$ cat config.mk
export PLATFORM = sky130hd
export DESIGN_NAME = convertidor_param
export DESIGN_NICKNAME = d
export VERILOG_FILES = /design/src/rtl/convertidor_param.sv
export SDC_FILE = /design/constraint.sdc
export NUM_CORES = 1
export LEC_CHECK = 0
export CAP_MARGIN = 30
export CORE_MARGIN = 2
export CORE_UTILIZATION = 50
export DETAILED_ROUTE_END_ITERATION = 10
export GPL_TIMING_DRIVEN = 0
export HOLD_SLACK_MARGIN = 0.02
export PLACE_DENSITY = 0.78
export REMOVE_ABC_BUFFERS = 1
export SYNTH_ARGS = -nofsm -noshare
export SYNTH_HDL_FRONTEND = slang
export SYNTH_SLANG_ARGS = --single-unit
export TNS_END_PERCENT = 50
$ cat constraint.sdc
create_clock -name CLK -period 2.7 [get_ports CLK]
set_clock_uncertainty 0.2 [all_clocks]
set_input_delay 0.54 -clock CLK [delete_from_list [all_inputs] [get_ports CLK]]
set_output_delay 0.54 -clock CLK [all_outputs]
set_load 0.05 [all_outputs]
$ cat src/rtl/convertidor_param.sv
// convertidor_param: packs DATA_W-bit symbols into words of 2^MODE symbols (max LANES).
// Latency: one cycle from the last accepted symbol to out_valid; one symbol per cycle.
// Backpressure: a held output word (out_valid && !out_ready) stalls in_ready; partial word kept.
// Optional feature macro: CONV_FLUSH_EN adds the flush input and out_count output.
module convertidor_param #(
  parameter int DATA_W = 8,
  parameter int LANES  = 4
) (
  input  logic                        CLK,
  input  logic                        RESET,
  input  logic                        ENB,
  input  logic [$clog2(LANES):0]      MODE,
  input  logic                        in_valid,
  input  logic [DATA_W-1:0]           in_data,
  output logic                        in_ready,
  output logic                        out_valid,
  output logic [DATA_W*LANES-1:0]     out_data,
  input  logic                        out_ready
`ifdef CONV_FLUSH_EN
  ,
  input  logic                        flush,
  output logic [$clog2(LANES):0]      out_count
`endif
);

  localparam int OUT_W = DATA_W * LANES;
  localparam int LG    = $clog2(LANES);
  localparam int MW    = LG + 1;

  // Word assembly state. The partial register is a left-shifting accumulator, so
  // the first symbol naturally ends up in the most significant occupied lane and
  // any word (full or flushed) is already right-justified with zero upper bits.
  logic [MW-1:0]    cnt_q, cnt_d;
  logic [MW-1:0]    n_q, n_d;
  logic [OUT_W-1:0] partial_q, partial_d;
  logic             out_valid_q, out_valid_d;
  logic [OUT_W-1:0] out_data_q, out_data_d;
`ifdef CONV_FLUSH_EN
  logic [MW-1:0]    out_count_q, out_count_d;
  logic             flush_fire;
`endif

  logic [MW-1:0]    mode_cl;
  logic [MW-1:0]    n_req;
  logic [MW-1:0]    n_cur;
  logic [MW-1:0]    cnt_inc;
  logic [MW-1:0]    held_cnt;
  logic             accept;
  logic             word_full;
  logic             emit;
  logic [OUT_W-1:0] merged;

  // Upstream may push whenever enabled, out of reset and the output slot can drain.
  assign in_ready = ENB && !RESET && !(out_valid_q && !out_ready);
  assign accept   = in_valid && in_ready;

  // Word-size selection: MODE is clamped, and only consulted at a word boundary.
  always_comb begin
    mode_cl = (MODE > MW'(LG)) ? MW'(LG) : MODE;
    n_req   = MW'(1) << mode_cl;
    n_cur   = (cnt_q == '0) ? n_req : n_q;
  end

  // Datapath: symbols held after this cycle and the merged word candidate.
  always_comb begin
    cnt_inc   = cnt_q + MW'(1);
    held_cnt  = accept ? cnt_inc : cnt_q;
    merged    = accept ? ((partial_q << DATA_W) | OUT_W'(in_data)) : partial_q;
    word_full = accept && (cnt_inc == n_cur);
  end

`ifdef CONV_FLUSH_EN
  // A flush only acts when the slot can take a word and something is held.
  assign flush_fire = flush && in_ready && (held_cnt != '0);
  assign emit       = word_full || flush_fire;
`else
  assign emit       = word_full;
`endif

  // Next-state: ENB low clears everything; completion wins over output drain.
  always_comb begin
    cnt_d       = cnt_q;
    n_d         = n_q;
    partial_d   = partial_q;
    out_valid_d = out_valid_q;
    out_data_d  = out_data_q;
`ifdef CONV_FLUSH_EN
    out_count_d = out_count_q;
`endif
    if (!ENB) begin
      cnt_d       = '0;
      partial_d   = '0;
      out_valid_d = 1'b0;
      out_data_d  = '0;
`ifdef CONV_FLUSH_EN
      out_count_d = '0;
`endif
    end else begin
      if (out_valid_q && out_ready) begin
        out_valid_d = 1'b0;
      end
      if (accept && (cnt_q == '0)) begin
        n_d = n_req;
      end
      if (emit) begin
        out_valid_d = 1'b1;
        out_data_d  = merged;
        cnt_d       = '0;
        partial_d   = '0;
`ifdef CONV_FLUSH_EN
        out_count_d = held_cnt;
`endif
      end else if (accept) begin
        partial_d = merged;
        cnt_d     = cnt_inc;
      end
    end
  end

  // State registers with synchronous reset taking priority over all other inputs.
  always_ff @(posedge CLK) begin
    if (RESET) begin
      cnt_q       <= '0;
      n_q         <= MW'(LANES);
      partial_q   <= '0;
      out_valid_q <= 1'b0;
      out_data_q  <= '0;
`ifdef CONV_FLUSH_EN
      out_count_q <= '0;
`endif
    end else begin
      cnt_q       <= cnt_d;
      n_q         <= n_d;
      partial_q   <= partial_d;
      out_valid_q <= out_valid_d;
      out_data_q  <= out_data_d;
`ifdef CONV_FLUSH_EN
      out_count_q <= out_count_d;
`endif
    end
  end

  assign out_valid = out_valid_q;
  assign out_data  = out_data_q;
`ifdef CONV_FLUSH_EN
  assign out_count = out_count_q;
`endif

endmodule

==> results.txt, run 1 <==
Clk sinks = 63
Sequential-to-total area share from yosys stat = 50.3%
FF+latch count, synth = 63
Synth Area in Compound Gates = 6.99%
Worst hold path type = register to register
Finished Layout Cells = 417
Critical Setup Path Class = primary input to primary output
Hold-fix buffers, CTS = 0
XOR/XNOR Fraction of Synth Area = 1.75%
Initial core utilization = 52.4%
Endpoint type of the worst setup path = primary output
Row count = 25
Avg WL per Cell = 12.1 microns
Simple-gate share of the synthesized area = 18.4%
Final WL = 5.04 mm
Boundary Pins = 50
Core area = 4790 sq um
Cell count after synthesis = 293
TritonCTS Buffers = 9
Yosys warns = 0
Synth Area in Adders = 0.999%
Leak = 1.36 nW
Synthesized area = 2510 sq um
CTS tree = built
Die area = 5590 sq um
Most frequent cells in the layout = 95 x nand2_1, 63 x dfxtp_1, 48 x clkdlybuf4s50_1
Final setup margin = 53.9 ps
Area delta synth->final = 37.6%
RSZ-0062 raised after global routing = false
Vias = 1984
Final Wtd Congestion = 0.748
DR vias/cell = 4.76
CP required = 1960 ps
Ratio of cells with drive above 1 in the final layout = 10.6%
Grt total ovfl = 0
DRC violations left = 0
Largest net degree at the start of global routing = 29
Initial antenna violation count = 0
Storage element area = 1260 sq um
DP Cell Count = 394
Clk buf depth = 2
Hpwl dp = 3.21 mm
Total power = 1.98 mW
Filler cells = 361
Worst-Skew Late Latency = 340 ps
Commonest non-fill, non-tap cell in the layout = nand2_1
CP startpoint kind = primary input
Die X = 74.8 microns
Iteration-0 DRC Markers = 82
Worst rel slew slack = 63.3%
Tcrit/Tclk final = 98.0%
Hold Violations, Final = 0
Main combinational cell family by area after synthesis = simple AND/OR/NAND/NOR gates
Mux cell area share after synthesis = 13.6%
Vias in the first global route = 1831
Cell Pwr Density = 574 nW/um^2
CP Data Arrival Time = 1910 ps
Clock root buffer = clkbuf_8
Ranking of synthesized cells by area = dfxtp_1 50%, nand2_1 14%, mux2i_1 14%, a21oi_1 5.4%, inv_1 3.7%
Max IR drop VDD = 443 uV
Die Y = 74.8 microns
Yosys cell types = 26
NumNets Final = 363
TritonRoute pass-1 iters = 4
GRT Overall Usage = 20.1%
Max FO, Critical Path = 4
Status = completed
# diodes = 0
Final Slew Violations = 0
Antenna Nets Post-Route = 0
Place WS = -1550 ps
Multi-input logic area = 1110 sq um
Synth top area share = 50.3%
Port Buffers = 49
Mapped Avg Cell Area = 8.55 sq um
Slew @ Worst Pin = 546 ps
Global-route wire length before repair = 8.50 mm
F_max = 378 MHz
Clock transition at path regs = 70 ps
Setup violations, final = 0
Clock period minus worst slack = 2650 ps
Max cap viols = 0
H-tree depth = 3
Yosys top cell by area = dfxtp_1
-- critical path, stage by stage --
cell             delay, ps
clkdlybuf4s50_1        510
nor2b_4                200
and2_2                 240
clkdlybuf4s15_2        420
-- stage by stage --
stage | area [sq um] | TNS [ps] | hold WS (ps) | util [%]
after floorplan | 2400 | -137360 | 229 | -
after global placement | 2980 | -244540 | 235 | 62.2
after detailed placement | 3110 | -76260 | 242 | 65.0
after CTS | 3410 | 0 | 251 | 71.3
after global routing | 3450 | 0 | 276 | 72.1
final | 3450 | 0 | 243 | 72.1
-- state kept, by name, summed over array words and instances, names as in the netlist --
signal	count
out_data	32
partial_q	24
cnt_q	3
n_q	3
out_valid	1
-- routing by layer --
layer / part of all wire [%] / global-route usage [%] / wire, microns / vias to the layer above
met5: 0 / 0 / 0 / -
met4: 2.2 / 9.33 / 112 / 0
met3: 4.7 / 5.09 / 236 / 10
met2: 47 / 31.4 / 2370 / 44
met1: 46 / 26.3 / 2320 / 898
li1: - / - / - / 1032
-- logic make-up (layout without fill, tap and decap cells) --
group                      count (synthesis)  in the layout
and+or+nand+nor                          113            113
DFF                                       63             63
buffers and inverters                     45            102
muxes                                     34             34
AOI/OAI and AO/OA                         31             31
xor gates and xnor gates                   5              5
adders and majority gates                  2              2
-- path summary, 6_finish.rpt --
path                                    from                   endpoint  slack (ps)  cells past startpoint
setup / recovery                       RESET                   in_ready          50                      4
hold / removal    partial_q[17]$_SDFFE_PP0P_  out_data[25]$_SDFFE_PP0P_         240                      2
setup reg to reg       cnt_q[0]$_SDFFE_PP0P_  out_data[20]$_SDFFE_PP0P_         150                      8
hold reg to reg   partial_q[17]$_SDFFE_PP0P_  out_data[25]$_SDFFE_PP0P_         240                      2
-- repair_timing --
item | CTS | global route
resized for setup | 8 | 4
endpoints found under the setup margin | 61 | 29
pin swaps | 2 | 1
setup buffers | 5 | 2
-- cell usage after synthesis --
cell	n
or2_1	1
ha_1	2
mux2i_1	34
a21oi_1	27
or4_1	1
nor3_1	1
nor4_1	1
buf_6	3
clkbuf_1	11
xor2_1	1
buf_2	6
and3_1	2
a211o_1	1
xnor2_1	4
nor2b_1	3
nor2_1	2
dfxtp_1	63
a211oi_1	1
nand3_1	2
a21boi_1	1
nand2b_1	1
nor3b_1	2
nand2_1	96
and2_1	1
o41ai_2	1
inv_1	25
-- where the power goes --
part / switching [mW] / internal, mW
clock: 0.364 / 0.570
combinational: 0.0613 / 0.0502
sequential: 0.00266 / 0.933
total: 0.428 / 1.55
-- area by class of cell --
class                   instances  area share [%]
clock inverters                 5            2.29
repair buffers                 61            19.3
multi-input cells             185            32.3
well taps                      67            2.43
clock buffers                  11            4.39
flip-flops and latches         63            36.6
inverters                      25            2.72
No activity file was read; power rests on OpenSTA's default activity.
==> inputs of run 2 (changes only) <==
CORE_UTILIZATION = 45   (was 50)
CTS_CLUSTER_DIAMETER = 150   (was default)
PLACE_DENSITY = 0.74   (was 0.78)
clock period = 2.4 ns   (was 2.7 ns; I/O delays follow)
==> run 2 against run 1 <==
  * The flow now finishes with violations (negative setup slack)
  * First-iteration DRC count down 44%
  * Final cell count up 3.8%
  * Flip-flop and latch count unchanged
  * Worst setup slack worse by 65 ps
  * Wire length up 15%
  * Non-clock buffer count up 10
  * Highest routed layer unchanged
==> results.txt, run 2 (synthesis gave the netlist of run 1 again) <==
Die X = 78.6 microns
Clk pwr share = 41.3%
Commonest non-fill, non-tap cell in the layout = nand2_1
Ratio of cells with drive above 1 in the final layout = 18.0%
Port Buffers = 49
CP required = 2420 ps
Util after Layout = 66.2%
FF-to-FF setup slack = -10 ps
Global-route wire length before repair = 9.49 mm
Tcrit/Tclk final = 100%
Filler cells = 431
DRC violations left = 0
CP Data Arrival Time = 2430 ps
Storage element area = 1260 sq um
CP startpoint kind = register
Max incr delay on CP = 580 ps
Sw power = 0.466 mW
RSZ-0062 raised after global routing = true
Finished layout cell area = 3600 sq um
Area delta synth->final = 43.7%
Critical Setup Path Class = register to register
Core area = 5440 sq um
Status = finished, violations left
Iteration-0 DRC Markers = 46
Final WL = 5.78 mm
Antenna Nets Post-Route = 0
Multi-input logic area = 1210 sq um
Boundary Pins = 50
DP Cell Count = 399
GRT Overall Usage = 20.1%
Endpoint type of the worst setup path = register
Most used cell, CP = mux2i_2
Setup_tns = -17.7 ps
Setup violations, final = 2
NumNets Final = 375
Internal power = 1.59 mW
Max FO, Critical Path = 6
# diodes = 0
Slew @ Worst Pin = 524 ps
CTS tree = built
Final Wtd Congestion = 0.769
Clock transition at path regs = 70 ps
Hpwl dp = 3.24 mm
Leak = 1.41 nW
Cell family with most CP delay = simple AND/OR/NAND/NOR gates
Hold Violations, Final = 0
Buf/Inv on CP = 2
TritonRoute pass-1 iters = 5
Worst-Skew Late Latency = 330 ps
Finished Layout Cells = 433
Most frequent cells in the layout = 95 x nand2_1, 61 x dfxtp_1, 44 x clkdlybuf4s50_1
Grt total ovfl = 0
Row count = 27
Clock period minus worst slack = 2410 ps
Max FFs per register = 32
Worst path slowest cell = or4_4
CP Cell Sequence = inv_2 > ha_4 > nor2b_4 > mux2i_2 > xnor2_2 > or4_4 > buf_16 > mux2i_2
DR vias/cell = 4.80
Vias in the first global route = 1967
Die Y = 78.6 microns
Sequential share of power = 51.2%
Cell Pwr Density = 571 nW/um^2
H-tree depth = 3
Logic pwr share = 7.5%
Failing checks = negative setup slack
Max cap viols = 0
Initial core utilization = 46.1%
Max IR drop VDD = 449 uV
Largest net degree at the start of global routing = 19
Avg WL per Cell = 13.4 microns
Vias = 2077
Clk buf depth = 2
Worst hold path type = register to register
Net Sw Frac = 22.7%
DP Area = 3100 sq um
Clock root buffer = clkbuf_8
Die area = 6180 sq um
TritonCTS Buffers = 9
Final setup margin = -11.1 ps
Worst rel slew slack = 64.9%
Total power = 2.06 mW
F_max = 415 MHz
Final Slew Violations = 0
Clk sinks = 63
Initial antenna violation count = 0
==> run 2: power by group through the flow <==
stage          Combinational (mW)  Clock [mW]  Sequential, mW
6_report                    0.155       0.849            1.05
5_1_grt                     0.165       0.924            1.05
4_1_cts                     0.149       0.871            1.05
3_5_place_dp                0.111           0            1.08
3_3_place_gp               0.0944           0            1.08
2_1_floorplan              0.0485           0            1.08
==> run 2: path summary, 6_finish.rpt <==
| kind | start | to | cells after the start |
|---|---|---|---|
| min reg2reg | partial_q[21]$_SDFFE_PP0P_ | out_data[29]$_SDFFE_PP0P_ | 2 |
| max | cnt_q[0]$_SDFFE_PP0P_ | out_data[22]$_SDFFE_PP0P_ | 8 |
| min | partial_q[21]$_SDFFE_PP0P_ | out_data[29]$_SDFFE_PP0P_ | 2 |
| max reg2reg | cnt_q[0]$_SDFFE_PP0P_ | out_data[22]$_SDFFE_PP0P_ | 8 |
==> run 2: timing repair <==
item	4_1_cts	5_1_grt
resized for setup	37	10
setup endpoints to repair	64	47
cloned	4	0
pin swaps	9	4
setup buffers	13	2
hold buffers	0	0
==> run 2: worst register-to-register path, delay by kind of cell, from the launching register on <==
| kind | cells | cell delay (ps) |
|---|---|---|
| buffers and inverters | 2 | 270 |
| multiplexers | 2 | 440 |
| adder cells (fa/ha/maj) | 1 | 130 |
| XOR/XNOR | 1 | 110 |
| AND/OR/NAND/NOR | 2 | 820 |
| flip-flops | 1 | 320 |
==> run 2: layer usage <==
metal	GRT usage, %	vias up	share of wire [%]
met2	34.3	42	50
met4	7.54	0	1.9
met5	0	-	0
met3	5.63	11	3.6
met1	24.0	958	45
li1	-	1066	-
==> run 2: cell type report <==
type / count / share of cell area (%)
well taps: 72 / 2.50
multi-input cells: 187 / 33.7
repair buffers: 71 / 21.2
clock inverters: 5 / 1.39
flip-flops and latches: 63 / 35.1
clock buffers: 10 / 3.54
inverters: 25 / 2.61
==> run 2: per-stage QoR <==
stage | setup WS, ps | hold slack [ps]
after global placement | -4580 | 236
final | -11.1 | 245
after CTS | 9.45 | 250
after detailed placement | -2000 | 240
after floorplan | -2700 | 229
after global routing | -77.8 | 252
==> inputs of run 3 (changes only) <==
MAX_ROUTING_LAYER = met4   (was default)
==> run 3 against run 2 <==
  * The flow still finishes with violations (negative setup slack)
  * Worst setup slack worse by 1.6 ps
  * Critical path depth stayed put
  * Count of clock-buffer cells in the layout unchanged
  * Combinational power about the same
  * Final area unchanged
  * Sequential power hardly changed
  * Highest routed layer unchanged
  * Register-to-register slack about the same
  * Flip-flop and latch count unchanged
  * Critical path type unchanged
==> results.txt, run 3 (synthesis gave the netlist of run 1 again) <==
Status = finished, violations left
Failing checks = negative setup slack
Slew @ Worst Pin = 524 ps
Iteration-0 DRC Markers = 53
Setup violations, final = 2
Area delta synth->final = 43.7%
Clock root buffer = clkbuf_8
Ratio of cells with drive above 1 in the final layout = 18.0%
TritonCTS Buffers = 9
Final Slew Violations = 0
DP Area = 3100 sq um
Critical Setup Path Class = register to register
Net Sw Frac = 22.7%
Largest net degree at the start of global routing = 19
Antenna Nets Post-Route = 0
Met3 WL = 202 microns
Setup_tns = -20.9 ps
DRC violations left = 0
Hpwl dp = 3.24 mm
Final Wtd Congestion = 0.779
Max FFs per register = 32
Most frequent cells in the layout = 95 x nand2_1, 61 x dfxtp_1, 44 x clkdlybuf4s50_1
Clk sinks = 63
Row count = 27
Global-route wire length before repair = 9.49 mm
CP Data Arrival Time = 2430 ps
Die X = 78.6 microns
Internal power = 1.59 mW
Clk buf depth = 2
Met1 Routed Length = 2.59 mm
Hold Violations, Final = 0
Max cap viols = 0
Hold-fix buffers, CTS = 0
H-tree depth = 3
TritonRoute pass-1 iters = 4
Place WS = -2000 ps
Die Y = 78.6 microns
Tcrit/Tclk final = 101%
CP startpoint kind = register
# diodes = 0
Cell Pwr Density = 571 nW/um^2
Vias = 2083
Logic pwr share = 7.5%
Worst rel slew slack = 65.0%
NumNets Final = 375
Sw power = 0.466 mW
Commonest non-fill, non-tap cell in the layout = nand2_1
Worst-Skew Late Latency = 330 ps
Finished layout cell area = 3600 sq um
Max FO, Critical Path = 6
Max Used Layer = met4
Endpoint type of the worst setup path = register
Grt total ovfl = 0
Die area = 6180 sq um
DR vias/cell = 4.81
Leak = 1.41 nW
Clock period minus worst slack = 2410 ps
Clock transition at path regs = 70 ps
Initial core utilization = 46.1%
Clk pwr share = 41.3%
Worst hold path type = register to register
Sequential share of power = 51.2%
Max IR drop VDD = 452 uV
Vias in the first global route = 1970
Avg WL per Cell = 13.4 microns
Port Buffers = 49
Final WL = 5.80 mm
Core area = 5440 sq um
GRT Overall Usage = 20.7%
CTS tree = built
Boundary Pins = 50
Hold_ws = 245 ps
Met2 routed WL = 2.94 mm
Final setup margin = -12.7 ps
CP required = 2420 ps
F_max = 414 MHz
RSZ-0062 raised after global routing = true
Initial antenna violation count = 0
-- run 3: cell counts in the layout (fill, tap and decap cells not counted) --
Identical to the previous run, type by type.
-- run 3: final timing paths --
check                                                 from                        end  slack (ps)  cells past startpoint
worst min register to register  partial_q[21]$_SDFFE_PP0P_  out_data[29]$_SDFFE_PP0P_         240                      2
worst min-delay path            partial_q[21]$_SDFFE_PP0P_  out_data[29]$_SDFFE_PP0P_         240                      2
worst max register to register       cnt_q[0]$_SDFFE_PP0P_  out_data[22]$_SDFFE_PP0P_         -10                      8
worst max-delay path                 cnt_q[0]$_SDFFE_PP0P_  out_data[22]$_SDFFE_PP0P_         -10                      8
-- run 3: cell type report --
cell class | count | area (sq um)
Fill cell | 431 | 1840
Clock inverter | 5 | 50.0
Inverter | 25 | 93.8
Clock buffer | 10 | 128
Multi-Input combinational cell | 187 | 1210
Tap cell | 72 | 90.1
Timing Repair Buffer | 71 | 763
Sequential cell | 63 | 1260
-- run 3: per-stage QoR --
stage,util (%),power [mW],std cells
4_1_cts,65.4,2.07,431
3_5_place_dp,57.0,1.19,399
3_3_place_gp,54.8,1.17,394
5_1_grt,66.2,2.14,433
6_report,66.2,2.06,433
2_1_floorplan,-,1.13,273
-- run 3: routing by layer --
metal  up-vias  GRT usage [%]
met5         -              -
met1       968           24.2
met2        42           34.2
met3         8           5.40
li1       1065              -
met4         0           7.54
-- run 3: timing repair --
item / 4_1_cts / 5_1_grt
endpoints found under the setup margin: 64 / 47
setup buffers: 13 / 2
endpoints found under the hold margin: 0 / 0
pin swaps: 9 / 4
cloned: 4 / 0
resized for setup: 37 / 10
-- run 3: critical path: stages (launching register included) --
cell and delay, ps:
dfxtp_2 330, inv_2 80, ha_4 130, nor2b_4 240, mux2i_2 300, xnor2_2 110
or4_4 580, buf_16 190, mux2i_2 140
-- run 3: power groups by stage --
stage	registers (mW)	clock network [mW]	logic (mW)
2_1_floorplan	1.08	0	0.0485
3_3_place_gp	1.08	0	0.0944
3_5_place_dp	1.08	0	0.111
4_1_cts	1.05	0.871	0.149
5_1_grt	1.05	0.926	0.165
6_report	1.05	0.849	0.155
